===== src/rtl/cla_pkg.sv =====
// Shared definitions for the carry-lookahead adder unit.
//   CLA_NBIT  : default operand/sum width
//   CLA_BLOCK : default width of one first-level lookahead block
//   gp_t      : group generate/propagate pair passed from the blocks to the
//               second-level carry unit
package cla_pkg;

    localparam int CLA_NBIT  = 32;
    localparam int CLA_BLOCK = 4;

    typedef struct packed {
        logic g;
        logic p;
    } gp_t;

endpackage : cla_pkg


===== src/rtl/cla_block.sv =====
// Combinational BLOCK-bit carry-lookahead adder slice.
// Ports:
//   a, b   [BLOCK-1:0] in  : operand slices
//   cin            in  : carry into the slice
//   s      [BLOCK-1:0] out : sum slice
//   g_grp          out : group generate (slice generates a carry by itself)
//   p_grp          out : group propagate (slice passes cin straight through)
//   cout           out : carry out of the slice
module cla_block
    import cla_pkg::*;
#(
    parameter int BLOCK = CLA_BLOCK
) (
    input  logic [BLOCK-1:0] a,
    input  logic [BLOCK-1:0] b,
    input  logic             cin,
    output logic [BLOCK-1:0] s,
    output logic             g_grp,
    output logic             p_grp,
    output logic             cout
);

    logic [BLOCK-1:0] g_s;
    logic [BLOCK-1:0] p_s;
    logic [BLOCK-1:0] gen_s;   // generate of bits [k:0] taken as one group
    logic [BLOCK-1:0] prop_s;  // propagate of bits [k:0] taken as one group
    logic [BLOCK:0]   c_s;

    assign g_s = a & b;
    assign p_s = a ^ b;

    // Prefix generate/propagate for every bit position, each built as an
    // independent sum of products over g/p so no carry depends on another.
    always_comb begin
        logic sop_s;
        logic run_s;
        gen_s  = '0;
        prop_s = '0;
        sop_s  = 1'b0;
        run_s  = 1'b1;
        for (int k = 0; k < BLOCK; k++) begin
            sop_s = 1'b0;
            run_s = 1'b1;
            // term j: g[j] & p[j+1] & ... & p[k]
            for (int j = k; j >= 0; j--) begin
                sop_s = sop_s | (g_s[j] & run_s);
                run_s = run_s & p_s[j];
            end
            gen_s[k]  = sop_s;
            prop_s[k] = run_s;
        end
    end

    // Internal carries from the prefix terms and the slice carry-in.
    always_comb begin
        c_s    = '0;
        c_s[0] = cin;
        for (int k = 0; k < BLOCK; k++) begin
            c_s[k+1] = gen_s[k] | (prop_s[k] & cin);
        end
    end

    assign s     = p_s ^ c_s[BLOCK-1:0];
    assign g_grp = gen_s[BLOCK-1];
    assign p_grp = prop_s[BLOCK-1];
    assign cout  = c_s[BLOCK];

endmodule : cla_block


===== src/rtl/carry_lookahead_adder_unit.sv =====
// Registered NBIT-bit two-level carry-lookahead adder: {cout, s} = a + b + cin,
// captured one clock after in_valid.
// Ports:
//   clk, rst_n          in  : clock, asynchronous active-low reset
//   in_valid            in  : a/b/cin are valid this cycle
//   a, b    [NBIT-1:0]  in  : unsigned operands
//   cin                 in  : carry into bit 0
//   out_valid           out : s/cout hold the result of an accepted operation
//   s       [NBIT-1:0]  out : registered sum
//   cout                out : registered carry out of bit NBIT-1
module carry_lookahead_adder_unit
    import cla_pkg::*;
#(
    parameter int NBIT  = CLA_NBIT,
    parameter int BLOCK = CLA_BLOCK
) (
    input  logic            clk,
    input  logic            rst_n,
    input  logic            in_valid,
    input  logic [NBIT-1:0] a,
    input  logic [NBIT-1:0] b,
    input  logic            cin,
    output logic            out_valid,
    output logic [NBIT-1:0] s,
    output logic            cout
);

    localparam int NBLK = NBIT / BLOCK;

    if ((BLOCK < 1) || (NBIT < BLOCK) || ((NBIT % BLOCK) != 0)) begin : g_bad_cfg
        $error("carry_lookahead_adder_unit: NBIT must be a positive multiple of BLOCK");
    end

    gp_t [NBLK-1:0] gp_s;
    logic [NBLK:0]   cblk_s;   // carry into each block; top entry is the adder carry-out
    logic [NBIT-1:0] sum_s;
    logic [NBLK-1:0] bcout_s;
    logic            unused_bcout_s;

    logic [NBIT-1:0] s_r;
    logic            cout_r;
    logic            out_valid_r;

    for (genvar m = 0; m < NBLK; m++) begin : g_blk
        logic g_b;
        logic p_b;

        cla_block #(
            .BLOCK (BLOCK)
        ) u_blk (
            .a     (a[m*BLOCK +: BLOCK]),
            .b     (b[m*BLOCK +: BLOCK]),
            .cin   (cblk_s[m]),
            .s     (sum_s[m*BLOCK +: BLOCK]),
            .g_grp (g_b),
            .p_grp (p_b),
            .cout  (bcout_s[m])
        );

        assign gp_s[m] = '{g: g_b, p: p_b};
    end

    // The lookahead network below already yields every block carry-out,
    // so the per-block ripple outputs are intentionally left unused.
    assign unused_bcout_s = ^bcout_s;

    // Second-level lookahead: each block carry-in is a flat sum of products
    // over the group G/P of all lower blocks and cin.
    always_comb begin
        logic sop_s;
        logic run_s;
        cblk_s    = '0;
        cblk_s[0] = cin;
        sop_s     = 1'b0;
        run_s     = 1'b1;
        for (int m = 1; m <= NBLK; m++) begin
            sop_s = 1'b0;
            run_s = 1'b1;
            for (int j = m - 1; j >= 0; j--) begin
                sop_s = sop_s | (gp_s[j].g & run_s);
                run_s = run_s & gp_s[j].p;
            end
            cblk_s[m] = sop_s | (run_s & cin);
        end
    end

    // Output registers: load on accepted operation, otherwise hold the result
    // and drop out_valid; reset clears everything, discarding any in-flight op.
    always_ff @(posedge clk or negedge rst_n) begin
        if (!rst_n) begin
            s_r         <= '0;
            cout_r      <= 1'b0;
            out_valid_r <= 1'b0;
        end else if (in_valid) begin
            s_r         <= sum_s;
            cout_r      <= cblk_s[NBLK];
            out_valid_r <= 1'b1;
        end else begin
            out_valid_r <= 1'b0;
        end
    end

    assign s         = s_r;
    assign cout      = cout_r;
    assign out_valid = out_valid_r;

endmodule : carry_lookahead_adder_unit


===== config.mk =====
export PLATFORM = sky130hd
export DESIGN_NAME = carry_lookahead_adder_unit
export DESIGN_NICKNAME = d
export VERILOG_FILES = /design/src/rtl/cla_pkg.sv /design/src/rtl/cla_block.sv /design/src/rtl/carry_lookahead_adder_unit.sv
export SDC_FILE = /design/constraint.sdc
export NUM_CORES = 1
export LEC_CHECK = 0
export ABC_CLOCK_PERIOD_IN_PS = 900
export CAP_MARGIN = 10
export CORE_UTILIZATION = 40
export DETAILED_ROUTE_END_ITERATION = 10
export GPL_ROUTABILITY_DRIVEN = 0
export MAX_ROUTING_LAYER = met4
export PLACE_DENSITY_LB_ADDON = 0.2
export SLEW_MARGIN = 20
export SYNTH_ARGS = -nofsm -noshare
export SYNTH_HDL_FRONTEND = slang
export SYNTH_SLANG_ARGS = --single-unit
export TNS_END_PERCENT = 1

===== constraint.sdc =====
create_clock -name clk -period 0.9 [get_ports clk]
set_input_delay 0.09 -clock clk [delete_from_list [all_inputs] [get_ports clk]]
set_output_delay 0.09 -clock clk [all_outputs]
set_load 0.01 [all_outputs]

==> results of run 1 <==
-- cell families after synthesis --
family          after synthesis  synth area share, %
mux                          15                 6.52
xor+xnor                     15                 5.07
compound gates               80                 21.8
buf+inv                      12                 1.74
fa+ha+maj                    40                 21.6
simple gates                 53                 10.5
flops                        34                 32.8
-- timing repair --
action,4_1_cts,5_1_grt
buffers inserted,9,1
hold buffers,1,0
pin swaps,31,24
resized for setup,261,26
gates cloned,0,0
endpoints found under the hold margin,34,0
setup endpoints to repair,67,64
-- state kept, by name, indices dropped and copies added (netlist names) --
signal,cells
cout,1
out_valid,1
s,32
-- metrics by stage --
stage	setup slack, ps	std cells	instance area [sq um]
floorplan	-1640	249	2680
global placement	-2170	491	4320
CTS	-1510	509	4560
global route	-1620	510	4610
finish	-1540	510	4610
detailed placement	-2270	491	4320
-- synthesized netlist by cell type, types with 2 or more instances --
master / count
dfrtp_1: 34
ha_1: 32
a21oi_1: 20
mux2_2: 15
nor2_1: 14
a21o_1: 13
xnor2_1: 11
nand2_1: 10
fa_1: 8
inv_1: 6
o21a_1: 6
a31oi_1: 5
nand3_1: 5
nand4_1: 5
o31ai_1: 5
o211ai_1: 4
o21ai_0: 4
or3_1: 4
xor2_1: 4
a211oi_1: 3
buf_1: 3
clkbuf_1: 3
nor2b_1: 3
a21boi_0: 2
and4_1: 2
nand2b_1: 2
nor3_1: 2
o2111ai_1: 2
o21bai_1: 2
o2bb2ai_1: 2
or4_1: 2
-- final timing paths --
check	startpoint	endpoint	cells past startpoint
setup / recovery	a[8]	s[28]	11
hold / removal	in_valid	s[29]	3
setup reg to reg	s[27]	s[27]	3
hold reg to reg	s[23]	s[23]	2
max in group asynchronous	rst_n	s[30]	3
min in group asynchronous	rst_n	s[10]	3
-- cell type report --
type                    count  area (sq um)  share of cell area [%]
multi-input cells         203          2040                    44.4
repair buffers            184          1500                    32.5
flip-flops and latches     34           851                    18.5
well taps                  75          93.8                    2.04
clock buffers               6          82.6                    1.79
inverters                   6          22.5                   0.489
clock inverters             2          12.5                   0.272
-- worst max-delay path, stage by stage --
cell and delay (ps):
buf_6 100, ha_4 260, nand4_1 150, or4_4 530, a21boi_2 170, o2111a_2 280
o21ai_4 70, a21oi_2 160, nand2b_4 140, fa_1 400, mux2_4 270
-- layer usage --
| layer | part of all wire (%) | track usage [%] | vias to the layer above | wire length (um) |
|---|---|---|---|---|
| met5 | 0 | - | - | 0 |
| li1 | - | - | 1314 | - |
| met1 | 44 | 28.6 | 1304 | 3370 |
| met2 | 50 | 42.5 | 81 | 3840 |
| met4 | 1.9 | 8.10 | 0 | 150 |
| met3 | 4.5 | 3.19 | 13 | 343 |
-- power by group --
group | switching (W) | internal (W)
combinational | 0.00124 | 0.00162
clock | 0.000601 | 0.000615
sequential | 0.000191 | 0.00185
==> key figures, run 1 <==
Cells and area
  • Synth-to-Final Area Change: 77.7%
  • Fillcell total: around 450
  • N_diodes: 0
  • Utilization after layout: 75.6%
  • Commonest non-fill, non-tap cell in the layout: buf_4
  • Share of layout cells above drive strength 1: 47.8%
  • Most frequent cells in the layout: buf_4 (79), clkdlybuf4s50_1 (36), dfrtp_1 (34)
  • Nets@finish: 542

Min path
  • Hold Crit Class: in -> reg

Flow run
  • Max cap viols: 0

Synthesis
  • Async set-reset flop share out of synthesis: 100%
  • Mapped Nets: ~360
  • #FFs+latches synth: 34
  • Post-Syn Area: ~2600 sq um
  • Synth top area share: 32.8%
  • Main synth FF type: dfrtp_1
  • Top cells by area, synth: dfrtp_1 (33%), ha_1 (15%), mux2_2 (6.5%)
  • EDFF count, synth: 0
  • Leading area contributor after synthesis: dfrtp_1
  • Count of cell types in the netlist: 47
  • Ys Warns: 0
  • Mapped Avg Cell Area: 10.4 sq um
  • Post-synthesis sequential area ratio: 32.8%
  • Syn Inst Count: 249

STA
  • Fin Clk Skew: 0 ps
  • Worst-Margin Slew: 356 ps
  • Max Fclk: 410 MHz
  • Pins Over Slew Limit: 0
  • Rel. slew slack: 76.1%
  • Hold Slack: 166 ps
  • Endpoints failing setup: 50
  • Fin crit share: 271%
  • Final worst setup slack: -1540 ps
  • RSZ-0062 raised after global routing: yes
  • Final min period: 2440 ps
  • Final setup TNS: -32480 ps
  • Fin. Hold Viols: 0

Routing
  • Initial drt markers: between 80 and 90
  • DRT Pass-1 Iters: 5
  • Remaining antenna violation count: 0
  • Vias per cell: about 5.3
  • Routed WL: 7.71 mm
  • Drt drc: 0
  • Wire per inst: ~15 um
  • DR vias: about 2700

Floorplanning
  • Initial Utilization: 42.5%
  • IO Count: about 100
  • Die span in y: 82.5 um
  • Core Box Area: 6100 sq um
  • Area of the die: around 7000 sq um
  • Rows: 28
  • Die X: 82.5 um

Power
  • P_leak: 2.11 nW
  • Total power draw: about 0.0061 W
  • PD cells: 1330 nW/um^2
  • VDD IR max: 881 uV

Worst setup path
  • Worst-path maximum fanout: 2
  • Crit path kind: in -> reg
  • Arrival @ worst endpoint: 2620 ps
  • Crit. End Element: flip-flop
  • CP Launch Type: input pin
  • Worst EP required: 1080 ps
  • R2R Setup Slk: 30 ps

Global routing
  • Largest net degree at the start of global routing: 35
  • Grt ovf: 0
  • Vias in the first global route: 2752
  • Initial antenna violation count: 0
  • First-pass GRT wire length: between 10 and 15 mm
  • Gr usage total: between 20% and 30%

Clock network
  • CTS root buf: clkbuf_8
  • CTS tree: yes
  • CTS buffer count: 5
  • # clock sinks: 34
  • CTS H-tree lvls: 2
  • CTS max path bufs: 2
  • Clock slew at reported path FFs: 80 ps
  • Clk Latency, worst-skew pair: just under 300 ps

Place
  • Post-DP HPWL: 5.75 mm
  • Input/output buffers: 101

Status
  • Failing checks: setup timing
  • Status: finished with violations
Note: power is estimated with default switching activity, not from simulation.
==> inputs of run 2 (changes only) <==
Settings changed: CORE_UTILIZATION 40 to 44, CTS_CLUSTER_SIZE from default to 16.
==> run 2 against run 1 <==
Compared with the run above:
- register-to-register slack worse by 20 ps
- clock skew unchanged
- die area fell by 8.9%
- non-clock buffer count is 4 lower
- highest routed layer unchanged
- flip-flop and latch count did not move
- critical path depth increased by 1
- worst setup slack gained 39 ps
- critical path type unchanged
- clock power fell by 8%
- power is 0.56% lower
- the flow still finishes with violations (setup timing)
- largest cell class unchanged
- first-iteration DRC count rose by 30%
==> key figures, run 2 (synthesis gave the netlist of run 1 again) <==
Status
  • Status: finished with violations
  • Failing checks: setup timing

Place
  • Placed Cells: 489
  • Input/output buffers: 101
  • Placement Setup Slack: -2280 ps
  • Post-DP HPWL: 6.01 mm
  • Placed instance area: ~4300 sq um

STA
  • Fin crit share: 267%
  • Final worst setup slack: -1500 ps
  • RSZ-0062 raised after global routing: yes
  • Max Fclk: 417 MHz
  • Pins Over Slew Limit: 0
  • Final min period: 2400 ps
  • Fin Clk Skew: 0 ps
  • Fin. Hold Viols: 0
  • Rel. slew slack: 80.4%
  • Endpoints failing setup: 40
  • Worst-Margin Slew: 293 ps

Global routing
  • Met1 Use GR: between 30% and 40%
  • First-pass GRT wire length: around 14 mm
  • Largest net degree at the start of global routing: 35
  • Grt ovf: 0
  • Met2 Use GR: 51.1%
  • Most used routing layer: met2
  • Gr usage total: approximately 29%
  • GR Layer Usage met3: under 10%
  • Initial antenna violation count: 0
  • Vias in the first global route: 2940

Routing
  • DRT Pass-1 Iters: 4
  • Initial drt markers: 109
  • Remaining antenna violation count: 0
  • Routed WL: 8.33 mm
  • Wire per inst: 16.6 um
  • Vias per cell: 5.45
  • Drt drc: 0
  • DR vias: 2731

Worst setup path
  • Crit. End Element: flip-flop
  • Critical path buffers and inverters: 1
  • Worst EP required: 1060 ps
  • Critical path's slowest cell: clkdlybuf4s50_1
  • Top delay family on crit path: compound AO/OA/AOI/OAI gates
  • CP max stage delay: 420 ps
  • Arrival @ worst endpoint: 2560 ps
  • CP Launch Type: input pin
  • Crit path kind: in -> reg
  • Crit-path cells: clkdlybuf4s50_1 > ha_1 > a21o_1 > a21o_1 > a21oi_2 > o21ai_2 > o21ai_4 > a21oi_2 > nand2b_4 > fa_1 > xnor2_1 > a21oi_1
  • Worst-path maximum fanout: 3

Cells and area
  • N_diodes: 0
  • Most frequent cells in the layout: buf_4 (73), clkdlybuf4s50_1 (36), dfrtp_1 (34)
  • Final instance area: 4580 sq um
  • Max FFs per register: 32
  • Commonest non-fill, non-tap cell in the layout: buf_4
  • Fillcell total: 347
  • Layout Cells excl Fill: roughly 500
  • Nets@finish: 538
  • Share of layout cells above drive strength 1: between 40% and 50%
  • Synth-to-Final Area Change: 76.8%

Floorplanning
  • Area of the die: 6200 sq um
  • Initial Utilization: 46.2%
  • Die X: a little under 80 um
  • Die span in y: 78.8 um
  • IO Count: around 100
  • Rows: 27
  • Core Box Area: 5610 sq um

Clock network
  • CTS tree: yes
  • CTS root buf: clkbuf_8
  • CTS max path bufs: 2
  • CTS buffer count: 5
  • Clk Latency, worst-skew pair: 280 ps
  • Clock slew at reported path FFs: ~60 ps
  • # clock sinks: 34
  • CTS H-tree lvls: 2

Flow run
  • Max cap viols: 0

Power
  • VDD IR max: between 800 and 900 uV
  • PD cells: 1330 nW/um^2
  • Total power draw: 0.00608 W
  • P_leak: 2.09 nW

Min path
  • Hold Crit Class: in -> reg
## run 2: per-stage QoR
step	utilization (%)	hold WS, ps	TNS [ps]
after detailed placement	77.3	61.3	-58620
after floorplan	-	-206	-33150
after global placement	77.3	65.0	-56870
after CTS	80.2	194	-33600
after global routing	81.7	208	-37370
final	81.7	205	-34320
## run 2: final timing paths
kind | start | endpoint | slack, ps | depth (start not counted)
worst max-delay path | b[17] | s[29] | -1500 | 12
worst min-delay path | in_valid | out_valid | 200 | 2
worst max register to register | s[19] | s[19] | 10 | 3
worst min register to register | s[22] | s[22] | 490 | 1
max in group asynchronous | rst_n | s[4] | 420 | 3
min in group asynchronous | rst_n | s[10] | 300 | 3
## run 2: metal layers
| metal | vias to the layer above | wire [um] |
|---|---|---|
| met5 | - | 0 |
| met4 | 0 | 149 |
| met3 | 18 | 361 |
| met2 | 100 | 4330 |
| met1 | 1307 | 3500 |
| li1 | 1306 | - |
## run 2: repair_timing
action / CTS / global route
endpoints found under the hold margin: 34 / 0
pin swaps: 39 / 6
hold buffers: 1 / 0
endpoints found under the setup margin: 67 / 66
gates resized for setup: 264 / 20
setup buffers: 5 / 0
## run 2: cell type report
cell class	instances	area, sq um	share of cell area [%]
well taps	72	90.1	1.97
multi-input cells	203	2030	44.3
flip-flops and latches	34	851	18.6
inverters	6	22.5	0.491
repair buffers	180	1510	32.9
clock buffers	6	82.6	1.80
## run 2: report_power, final
group          leakage [nW]  switching, W  total [W]  internal, W
clock                0.0431      0.000528    0.00112     0.000590
combinational          1.65       0.00128    0.00291      0.00163
sequential            0.396      0.000195    0.00205      0.00185
total                  2.09       0.00201    0.00608      0.00407
